--- src/rtl/adder_tree_pkg.sv ---
// Shared types and width helpers for the pipelined adder tree.
package adder_tree_pkg;

  // Side-band carried alongside the data through every pipeline stage.
  typedef struct packed {
    logic valid;
    logic acc;
    logic last;
  } sb_t;

  // Width of the partial sums registered at tree level k (level 0 = raw operands).
  function automatic int unsigned level_width(int unsigned width, int unsigned k);
    return width + k;
  endfunction

  // Output / accumulator width: full tree growth plus accumulate headroom.
  function automatic int unsigned out_width(int unsigned width, int unsigned num_in,
                                            int unsigned acc_bits);
    return width + $clog2(num_in) + acc_bits;
  endfunction

endpackage

--- src/rtl/adder_tree_level.sv ---
// One registered reduction level: PAIRS adjacent operand pairs summed with one bit of growth.
module adder_tree_level
  import adder_tree_pkg::*;
#(
  parameter int unsigned PAIRS  = 4,
  parameter int unsigned IN_W   = 48,
  parameter bit          SIGNED = 1'b0
) (
  input  logic                        clk,
  input  logic                        rst_n,
  input  logic                        en,
  input  sb_t                         sb_i,
  output sb_t                         sb_o,
  input  logic [2*PAIRS*IN_W-1:0]     data_i,
  output logic [PAIRS*(IN_W+1)-1:0]   data_o
);

  localparam int unsigned OutW = IN_W + 1;

  logic [PAIRS*OutW-1:0] sum_d, sum_q;
  sb_t                   sb_q;

  // Extend one operand by a bit so the pair sum cannot wrap.
  function automatic logic [OutW-1:0] ext(logic [IN_W-1:0] x);
    return {(SIGNED ? x[IN_W-1] : 1'b0), x};
  endfunction

  // Pairwise sums of operand 2p and 2p+1.
  always_comb begin
    sum_d = '0;
    for (int unsigned p = 0; p < PAIRS; p++) begin
      sum_d[p*OutW +: OutW] = ext(data_i[2*p*IN_W +: IN_W]) + ext(data_i[(2*p+1)*IN_W +: IN_W]);
    end
  end

  // Level register; holds everything while the pipeline is stalled.
  always_ff @(posedge clk) begin
    if (!rst_n) begin
      sum_q <= '0;
      sb_q  <= '0;
    end else if (en) begin
      sum_q <= sum_d;
      sb_q  <= sb_i;
    end
  end

  assign data_o = sum_q;
  assign sb_o   = sb_q;

endmodule

--- src/rtl/adder_tree_pipe.sv ---
// Fully pipelined NUM_IN-input adder tree with global backpressure and multi-beat accumulate.
module adder_tree_pipe
  import adder_tree_pkg::*;
#(
  parameter int unsigned WIDTH    = 48,
  parameter int unsigned NUM_IN   = 8,
  parameter bit          SIGNED   = 1'b0,
  parameter int unsigned ACC_BITS = 8,
  localparam int unsigned LEVELS  = $clog2(NUM_IN),
  localparam int unsigned OW      = out_width(WIDTH, NUM_IN, ACC_BITS)
) (
  input  logic                    clk,
  input  logic                    rst_n,
  input  logic                    in_valid,
  output logic                    in_ready,
  input  logic [NUM_IN*WIDTH-1:0] in_data,
  input  logic                    in_acc,
  input  logic                    in_last,
  output logic                    out_valid,
  input  logic                    out_ready,
  output logic [OW-1:0]           out_sum,
  output logic                    out_ovf
);

  localparam int unsigned TW = level_width(WIDTH, LEVELS);

  logic                    en;
  logic [NUM_IN*WIDTH-1:0] data0_q;
  sb_t                     sb0_q;

  logic [OW-1:0] acc_d, acc_q, out_sum_d, out_sum_q, t_ext, add_sum;
  logic          sticky_d, sticky_q, out_ovf_d, out_ovf_q, out_valid_d, out_valid_q;
  logic          carry, add_ovf;
  logic [TW-1:0] tree;
  sb_t           tree_sb;

  // One enable for the whole pipe: advance whenever the output slot is free or draining.
  assign en       = !out_valid_q || out_ready;
  assign in_ready = rst_n && en;

  // Input stage: capture operands and side-band; a bubble is recorded when in_valid is low.
  always_ff @(posedge clk) begin
    if (!rst_n) begin
      data0_q <= '0;
      sb0_q   <= '0;
    end else if (en) begin
      data0_q <= in_data;
      sb0_q   <= '{valid: in_valid, acc: in_acc, last: in_last};
    end
  end

  for (genvar k = 1; k <= LEVELS; k++) begin : g_lvl
    localparam int unsigned InW   = WIDTH + k - 1;
    localparam int unsigned Pairs = NUM_IN >> k;

    logic [2*Pairs*InW-1:0]   d_in;
    logic [Pairs*(InW+1)-1:0] d_out;
    sb_t                      sb_in, sb_out;

    if (k == 1) begin : g_first
      assign d_in  = data0_q;
      assign sb_in = sb0_q;
    end else begin : g_next
      assign d_in  = g_lvl[k-1].d_out;
      assign sb_in = g_lvl[k-1].sb_out;
    end

    adder_tree_level #(
      .PAIRS  (Pairs),
      .IN_W   (InW),
      .SIGNED (SIGNED)
    ) u_level (
      .clk    (clk),
      .rst_n  (rst_n),
      .en     (en),
      .sb_i   (sb_in),
      .sb_o   (sb_out),
      .data_i (d_in),
      .data_o (d_out)
    );
  end

  assign tree    = g_lvl[LEVELS].d_out;
  assign tree_sb = g_lvl[LEVELS].sb_out;

  // Extend the tree result to OW and form accumulator + result with overflow detection.
  always_comb begin
    t_ext          = '0;
    t_ext[TW-1:0]  = tree;
    for (int unsigned i = TW; i < OW; i++) begin
      t_ext[i] = SIGNED & tree[TW-1];
    end
    {carry, add_sum} = {1'b0, acc_q} + {1'b0, t_ext};
    if (SIGNED) begin
      add_ovf = (acc_q[OW-1] == t_ext[OW-1]) && (add_sum[OW-1] != acc_q[OW-1]);
    end else begin
      add_ovf = carry;
    end
  end

  // Output / accumulator next state; plain results bypass the accumulator entirely.
  always_comb begin
    acc_d       = acc_q;
    sticky_d    = sticky_q;
    out_sum_d   = out_sum_q;
    out_ovf_d   = out_ovf_q;
    out_valid_d = out_valid_q;
    if (en) begin
      out_valid_d = tree_sb.valid && (!tree_sb.acc || tree_sb.last);
      if (tree_sb.valid) begin
        if (!tree_sb.acc) begin
          out_sum_d = t_ext;
          out_ovf_d = 1'b0;
        end else if (!tree_sb.last) begin
          acc_d    = add_sum;
          sticky_d = sticky_q | add_ovf;
        end else begin
          out_sum_d = add_sum;
          out_ovf_d = sticky_q | add_ovf;
          acc_d     = '0;
          sticky_d  = 1'b0;
        end
      end
    end
  end

  // Output / accumulator registers.
  always_ff @(posedge clk) begin
    if (!rst_n) begin
      acc_q       <= '0;
      sticky_q    <= 1'b0;
      out_sum_q   <= '0;
      out_ovf_q   <= 1'b0;
      out_valid_q <= 1'b0;
    end else begin
      acc_q       <= acc_d;
      sticky_q    <= sticky_d;
      out_sum_q   <= out_sum_d;
      out_ovf_q   <= out_ovf_d;
      out_valid_q <= out_valid_d;
    end
  end

  assign out_valid = out_valid_q;
  assign out_sum   = out_sum_q;
  assign out_ovf   = out_ovf_q;

endmodule

--- config.mk ---
export PLATFORM = sky130hd
export DESIGN_NAME = adder_tree_pipe
export DESIGN_NICKNAME = d
export VERILOG_FILES = /design/src/rtl/adder_tree_pkg.sv /design/src/rtl/adder_tree_level.sv /design/src/rtl/adder_tree_pipe.sv
export SDC_FILE = /design/constraint.sdc
export NUM_CORES = 2
export LEC_CHECK = 0
export BUFFER_PORTS_ARGS = -buffer_cell sky130_fd_sc_hd__buf_2
export CORE_AREA = 2 2 353 268
export DETAILED_ROUTE_END_ITERATION = 8
export DIE_AREA = 0 0 355 270
export GPL_TIMING_DRIVEN = 0
export MAX_ROUTING_LAYER = met4
export PLACE_DENSITY = 0.76
export SYNTH_ARGS = -nofsm -noshare
export SYNTH_HDL_FRONTEND = slang
export SYNTH_SLANG_ARGS = --single-unit
--- constraint.sdc ---
create_clock -name clk -period 3.49 [get_ports clk]
set_input_delay 0.1745 -clock clk [delete_from_list [all_inputs] [get_ports clk]]
set_output_delay 0.1745 -clock clk [all_outputs]
set_load 0.03 [all_outputs]
# Word-level counts from Yosys, hierarchy flattened
# Cells that the tools add are included.
[word_totals]
regBits = 864
input_bits = 390
[op_classes]
addsub = 8
eq_ne = 1
mux = 6
bitwise = 1
n_reduce_logical = 8
[op_table]
columns = ["cell", "n"]
rows = [
  ["adder 48 x 48 -> 49 bit", 4],
  ["2-to-1 mux 59 bit", 3],
  ["adder 49 x 49 -> 50 bit", 2],
  ["adder 59 x 51 -> 60 bit", 1],
  ["adder 50 x 50 -> 51 bit", 1],
  ["AND reduction 3 bit", 2],
  ["2-to-1 mux 1 bit", 3],
  ["logical AND 1 bit", 2],
  ["logical NOT 1 bit", 2],
  ["logical OR 1 bit", 2],
  ["!= test 2 bit, second input constant", 1],
  ["bitwise OR 1 bit", 1],
]

# Logic depth before layout (Yosys ltp)
[logic_depth]
depth_word = 4
ltp_mapped = 15
ltp_nobuf = 15

# By module
# A second synthesis with hierarchy kept.
[unflattened]
hier_cells = 6589
hier_area_um2 = 51817.2
[modules_own_cells]
columns = ["module", "instances", "cells_each", "area_each_um2"]
rows = [
  ["adder_tree_pipe", 1, 2619, 20701.1],
  ["adder_tree_level (g_lvl[1].u_level)", 1, 2178, 17067.6],
  ["adder_tree_level (g_lvl[2].u_level)", 1, 1173, 9097.5],
  ["adder_tree_level (g_lvl[3].u_level)", 1, 619, 4951.0],
]

# Least setup slack after synthesis
# No wires, ideal clock.
[synth_path]
kind = "reg-to-reg"
startpoint = "register data0_q[96]"
endpoint = "register g_lvl[1].u_level.sum_q[95]"
arrival_ns = 3.406
t_required_ns = 3.362
path_slack_ns = -0.044
path_stages_with_launch = 15
cell_sequence = "dfxtp_1 ha_1 fa_1 a21oi_1 o21bai_1 a2111oi_0 nor3_1 a2111oi_0 o21ai_1 a211o_1 a41oi_1 o21ai_0 o41ai_2 xor2_1 o21ai_0"
[synth_via]
elab_chain_len = 1
[synth_rtl]
columns = ["element", "line_no", "text"]
rows = [
  ["start, declared", "adder_tree_pipe.sv:28", "logic [NUM_IN*WIDTH-1:0] data0_q;"],
  ["start signal, assigned", "adder_tree_pipe.sv:47", "data0_q <= in_data;"],
  ["adder 48 x 48 -> 49 bit", "adder_tree_level.sv:32", "sum_d[p*OutW +: OutW] = ext(data_i[2*p*IN_W +: IN_W]) + ext(data_i[(2*p+1)*IN_W +: IN_W]);"],
  ["end signal, assigned", "adder_tree_level.sv:42", "sum_q <= sum_d;"],
  ["end, declared", "adder_tree_level.sv:20", "logic [PAIRS*OutW-1:0] sum_d, sum_q;"],
]
# No other way between the ends.
# A chain may end at the register's enable or synchronous reset.

# Worst setup path after layout
[layout_path]
startpoint = "register g_lvl[3].u_level.sum_q[8]"
endpoint = "register acc_q[53]"
[layout_via]
elab_chain_len = 2
[layout_rtl]
columns = ["element", "line_no", "text"]
rows = [
  ["start, declared", "adder_tree_level.sv:20", ""],
  ["start signal, assigned", "adder_tree_level.sv:42", ""],
  ["adder 59 x 51 -> 60 bit", "adder_tree_pipe.sv:93", "{carry, add_sum} = {1'b0, acc_q} + {1'b0, t_ext};"],
  ["2-to-1 mux 59 bit", "adder_tree_pipe.sv:114", "end else if (!tree_sb.last) begin"],
  ["end signal, assigned", "adder_tree_pipe.sv:130", "acc_q <= '0;"],
  ["end signal, assigned", "adder_tree_pipe.sv:136", "acc_q <= acc_d;"],
  ["end, declared", "adder_tree_pipe.sv:31", "logic [OW-1:0] acc_d, acc_q, out_sum_d, out_sum_q, t_ext, add_sum;"],
]
# No other way between the ends.

==> out/qor.yml <==
sta:
  fin_crit_sh_pct: 103
  setup_viol: 4
  hold_viol_final: 0
  max_freq_mhz: 279
  rsz0062_at_grt: "true"
  tightest_slew_ps: 1410
  fin_setup_tns_ps: -234
  slew_viol_final: 0
  maxSlewHeadroom_pct: 6.14
  finalClockSkew_ps: 35.6
  setup_slack_ps: -94.2
  period_minus_slack_ps: 3580
critical_path:
  ff2ff_path_depth: 13
  path_depth: 13
  startpoint_type: "register"
  crit_start: "g_lvl[3].u_level.data_o[8]"
  timing.rr.end: "acc_q[53]"
  worst_setup_path_end_kind: "register"
  crit_fanout: 4
  cp_data_required_time_ps: 4050
  crit_end: "acc_q[53]"
  cp_cell_sequence: "ha_4 > and3_4 > nand4_1 > o211ai_2 > a211oi_4 > o31ai_4 > a21oi_4 > o311ai_4 > a41oi_4 > buf_6 > nand3b_1 > or4_1 > a31oi_1"
  r2r_setup_slack_ps: -90
  worstPathArrival_ps: 4150
  criticalPathCategory: "register to register"
  cp_num_buf_inv: 1
  worst_path_max_delay_cell: "or4_1"
  crit_family: "compound AO/OA/AOI/OAI gates"
  r2r_start: "g_lvl[3].u_level.data_o[8]"
  cpPeakStageDelay_ps: 540
place:
  dp_hpwl_um: 132000
  globalplace.congestion: 1.01
  portBuffers: 450
routing:
  top_layer_used: "met4"
  drc: 0
  dr_wl_met2_um: 79300
  routed_wl_um: 185000
  ant_nets: 0
  met1_length_um: 81600
  drt_iter0_drc: 4805
  wl_met3_um: 16100
  first_pass_iters: 7
  via_per_inst: 5.98
  wl_per_cell_um: 21.2
  dr_total_vias: 52100
finish:
  multiInputGateArea_mm2: 0.0321
  finalNetCount: 8193
  drive_gt1_share_pct: 12.8
  area_growth_pct: 25.8
  seq_area_mm2: 0.0173
  fillCellCount: 7602
floorplan:
  die_w_um: 355
  io_pins: 452
  dieArea_mm2: 0.0959
  die_h_um: 270
  start_util_pct: 53.6
  core-area_mm2: 0.0925
  row_count: 97
clock_tree:
  cts.clk_slew.worst_paths_ps: 70
  cts_tree: "yes"
  clk_latency_ps: 680
  clockBufferDepth: 3
  cts.htree.levels: 3
  cts_buffers: 88
  cts-root-buf: "clkbuf_16"
  cts.sinks: 864
yosys:
  ys_top_cells_by_count: "nand2_1 (1483), a21oi_1 (967), dfxtp_1 (864)"
  netlist_top_cells_area: "dfxtp_1 (35%), nand2_1 (11%), ha_1 (9.9%), a21oi_1 (9.8%), a21o_1 (4.3%)"
  synthArstFlopShare_pct: 0
  synth-simple-area-share_pct: 18.7
  yosys.area_share.xor_xnor_pct: 6.13
  synth_seq_cells: 864
  synthFlopType: "dfxtp_1"
  synthMuxAreaShare_pct: 0.949
  avgSynthCellArea_um2: 7.71
  synth_edf_count: 0
  synth_top_family_by_area: "compound AO/OA/AOI/OAI gates"
  yosys.area_share.adder_pct: 10.2
  synth_cell_types: 80
  synth_top_cell_area_share_pct: 34.9
  yosys_warnings: 0
  synth.largest_area_cell: "dfxtp_1"
  synth-compound-area-share_pct: 25.7
  yosysMostFrequentCell: "nand2_1"
  synthesis.area_mm2: 0.0496
  ys_seq_area_share_pct: 34.9
  syn_inst: 6432
  synthesis.nets: 7221
flow_run:
  drv_cap: 0
worst_hold_path:
  hold_class: "primary input to register"
  whs_path_depth: 4
global_routing:
  gr-total-overflow: 0
  grt_pass1_wl_um: 277000
  grt_pass1_vias: 49100
  antenna_found_initial: 6
  grt_usage_pct: 37.5
  grt_max_degree: 17
power_and_ir_drop:
  fin_total_pwr_uw: 27900
  p_switching_uw: 8800
  comb_power_share_pct: 22.4
  p_int_uw: 19100
  power.density_mw_per_mm2: 448
  swShare_pct: 31.5
  power_leakage_uw: 0.0281
  irDropWorstVdd_v: 0.000381
  power.share.sequential_pct: 41.1
  pwr-share-clk_pct: 36.5
status:
  outcome: "finished with violations"
  failed_checks: "negative setup slack"
==> layout by cell type (no fill, tap or decap), types with 21 or more instances in the layout <==
master	n
a22oi_1	30
o21ai_0	304
a21o_1	281
ha_2	22
nand4_1	61
or3_1	22
and2_1	26
nor2_1	324
nand2_1	1475
o21a_1	35
a21oi_2	30
nand3_1	73
buf_4	76
xor2_1	146
a21oi_1	933
and3_1	33
a211oi_1	92
dfxtp_1	837
mux2i_1	47
nand2b_1	33
buf_2	451
o21bai_1	52
buf_1	21
clkbuf_16	91
nor3_1	33
ha_4	24
dlygate4sd3_1	387
ha_1	345
nor2b_1	41
a31oi_1	48
inv_1	80
xnor2_1	193
clkbuf_1	318
==> worst min-delay path by stage <==
stage | startpoint | to
after floorplan | in_data[0] | data0_q[0]
after global placement | in_data[9] | data0_q[9]
after detailed placement | in_data[165] | data0_q[165]
after CTS | in_data[165] | data0_q[165]
after global routing | in_data[138] | data0_q[138]
final | in_data[77] | data0_q[77]
==> cell families (layout without fill, tap and decap cells) <==
kind of cell | after synthesis | in the layout
AO/OA/AOI/OAI | 2100 | 2100
XOR/XNOR | 347 | 347
adder cells (fa/ha/maj) | 399 | 399
buffers and inverters | 459 | 1501
flip-flops | 864 | 864
multiplexers | 47 | 47
other | 0 | 5
AND/OR/NAND/NOR | 2216 | 2216
==> power by group through the flow <==
stage	clock network [uW]	logic [uW]	registers [uW]
2_1_floorplan	0	3820	11200
3_3_place_gp	0	5320	11600
5_1_grt	10600	6790	11500
6_report	10200	6270	11500
4_1_cts	10200	5850	11400
3_5_place_dp	0	5350	11600
==> sequential cells by signal, indices dropped and copies added, names as in the netlist <==
| register | cells |
|---|---|
| data0_q | 384 |
| out_sum | 59 |
| acc_q | 59 |
| g_lvl.sb_in | 3 |
| g_lvl.u_level.data_o | 347 |
| out_ovf | 1 |
| g_lvl.u_level.sb_o | 9 |
| out_valid | 1 |
| sticky_q | 1 |
==> per-layer routing <==
metal	up-vias	global-route usage [%]
li1	24600	-
met5	-	-
met1	24600	51.4
met4	0	14.2
met3	506	5.97
met2	2368	55.4
==> cell type report <==
cell class / count / share of cell area (%)
Multi-Input combinational cell: 5109 / 51.4
Sequential cell: 864 / 27.8
Buffer: 344 / 2.13
Inverter: 83 / 0.505
Clock inverter: 45 / 0.930
Clock buffer: 115 / 3.99
Timing Repair Buffer: 914 / 10.7
Antenna cell: 5 / 0.0201
Tap cell: 1237 / 2.48
==> worst min-delay path, cell delays in order <==
cell and delay, ps:
dlygate4sd3_1 530, buf_2 120, nand2_1 50, a21oi_1 50
==> through the flow <==
stage | setup slack, ps | cell area, um2 | utilization, % | cells | hold slack, ps
after floorplan | 54.3 | 49600 | - | 6432 | 315
after global routing | -264 | 62400 | 67.5 | 8714 | 305
after CTS | -105 | 61300 | 66.2 | 8685 | 261
after global placement | -1010 | 53400 | 57.7 | 8119 | 420
final | -94.2 | 62400 | 67.5 | 8716 | 302
after detailed placement | -1000 | 53400 | 57.7 | 8119 | 424
==> repair_timing <==
action | CTS | global route
hold endpoints to repair | 387 | 0
resized for setup | 159 | 218
hold buffers | 387 | 0
pin swaps | 60 | 119
endpoints found under the setup margin | 221 | 157
buffers inserted | 32 | 45
No activity file was read; power rests on OpenSTA's default activity.
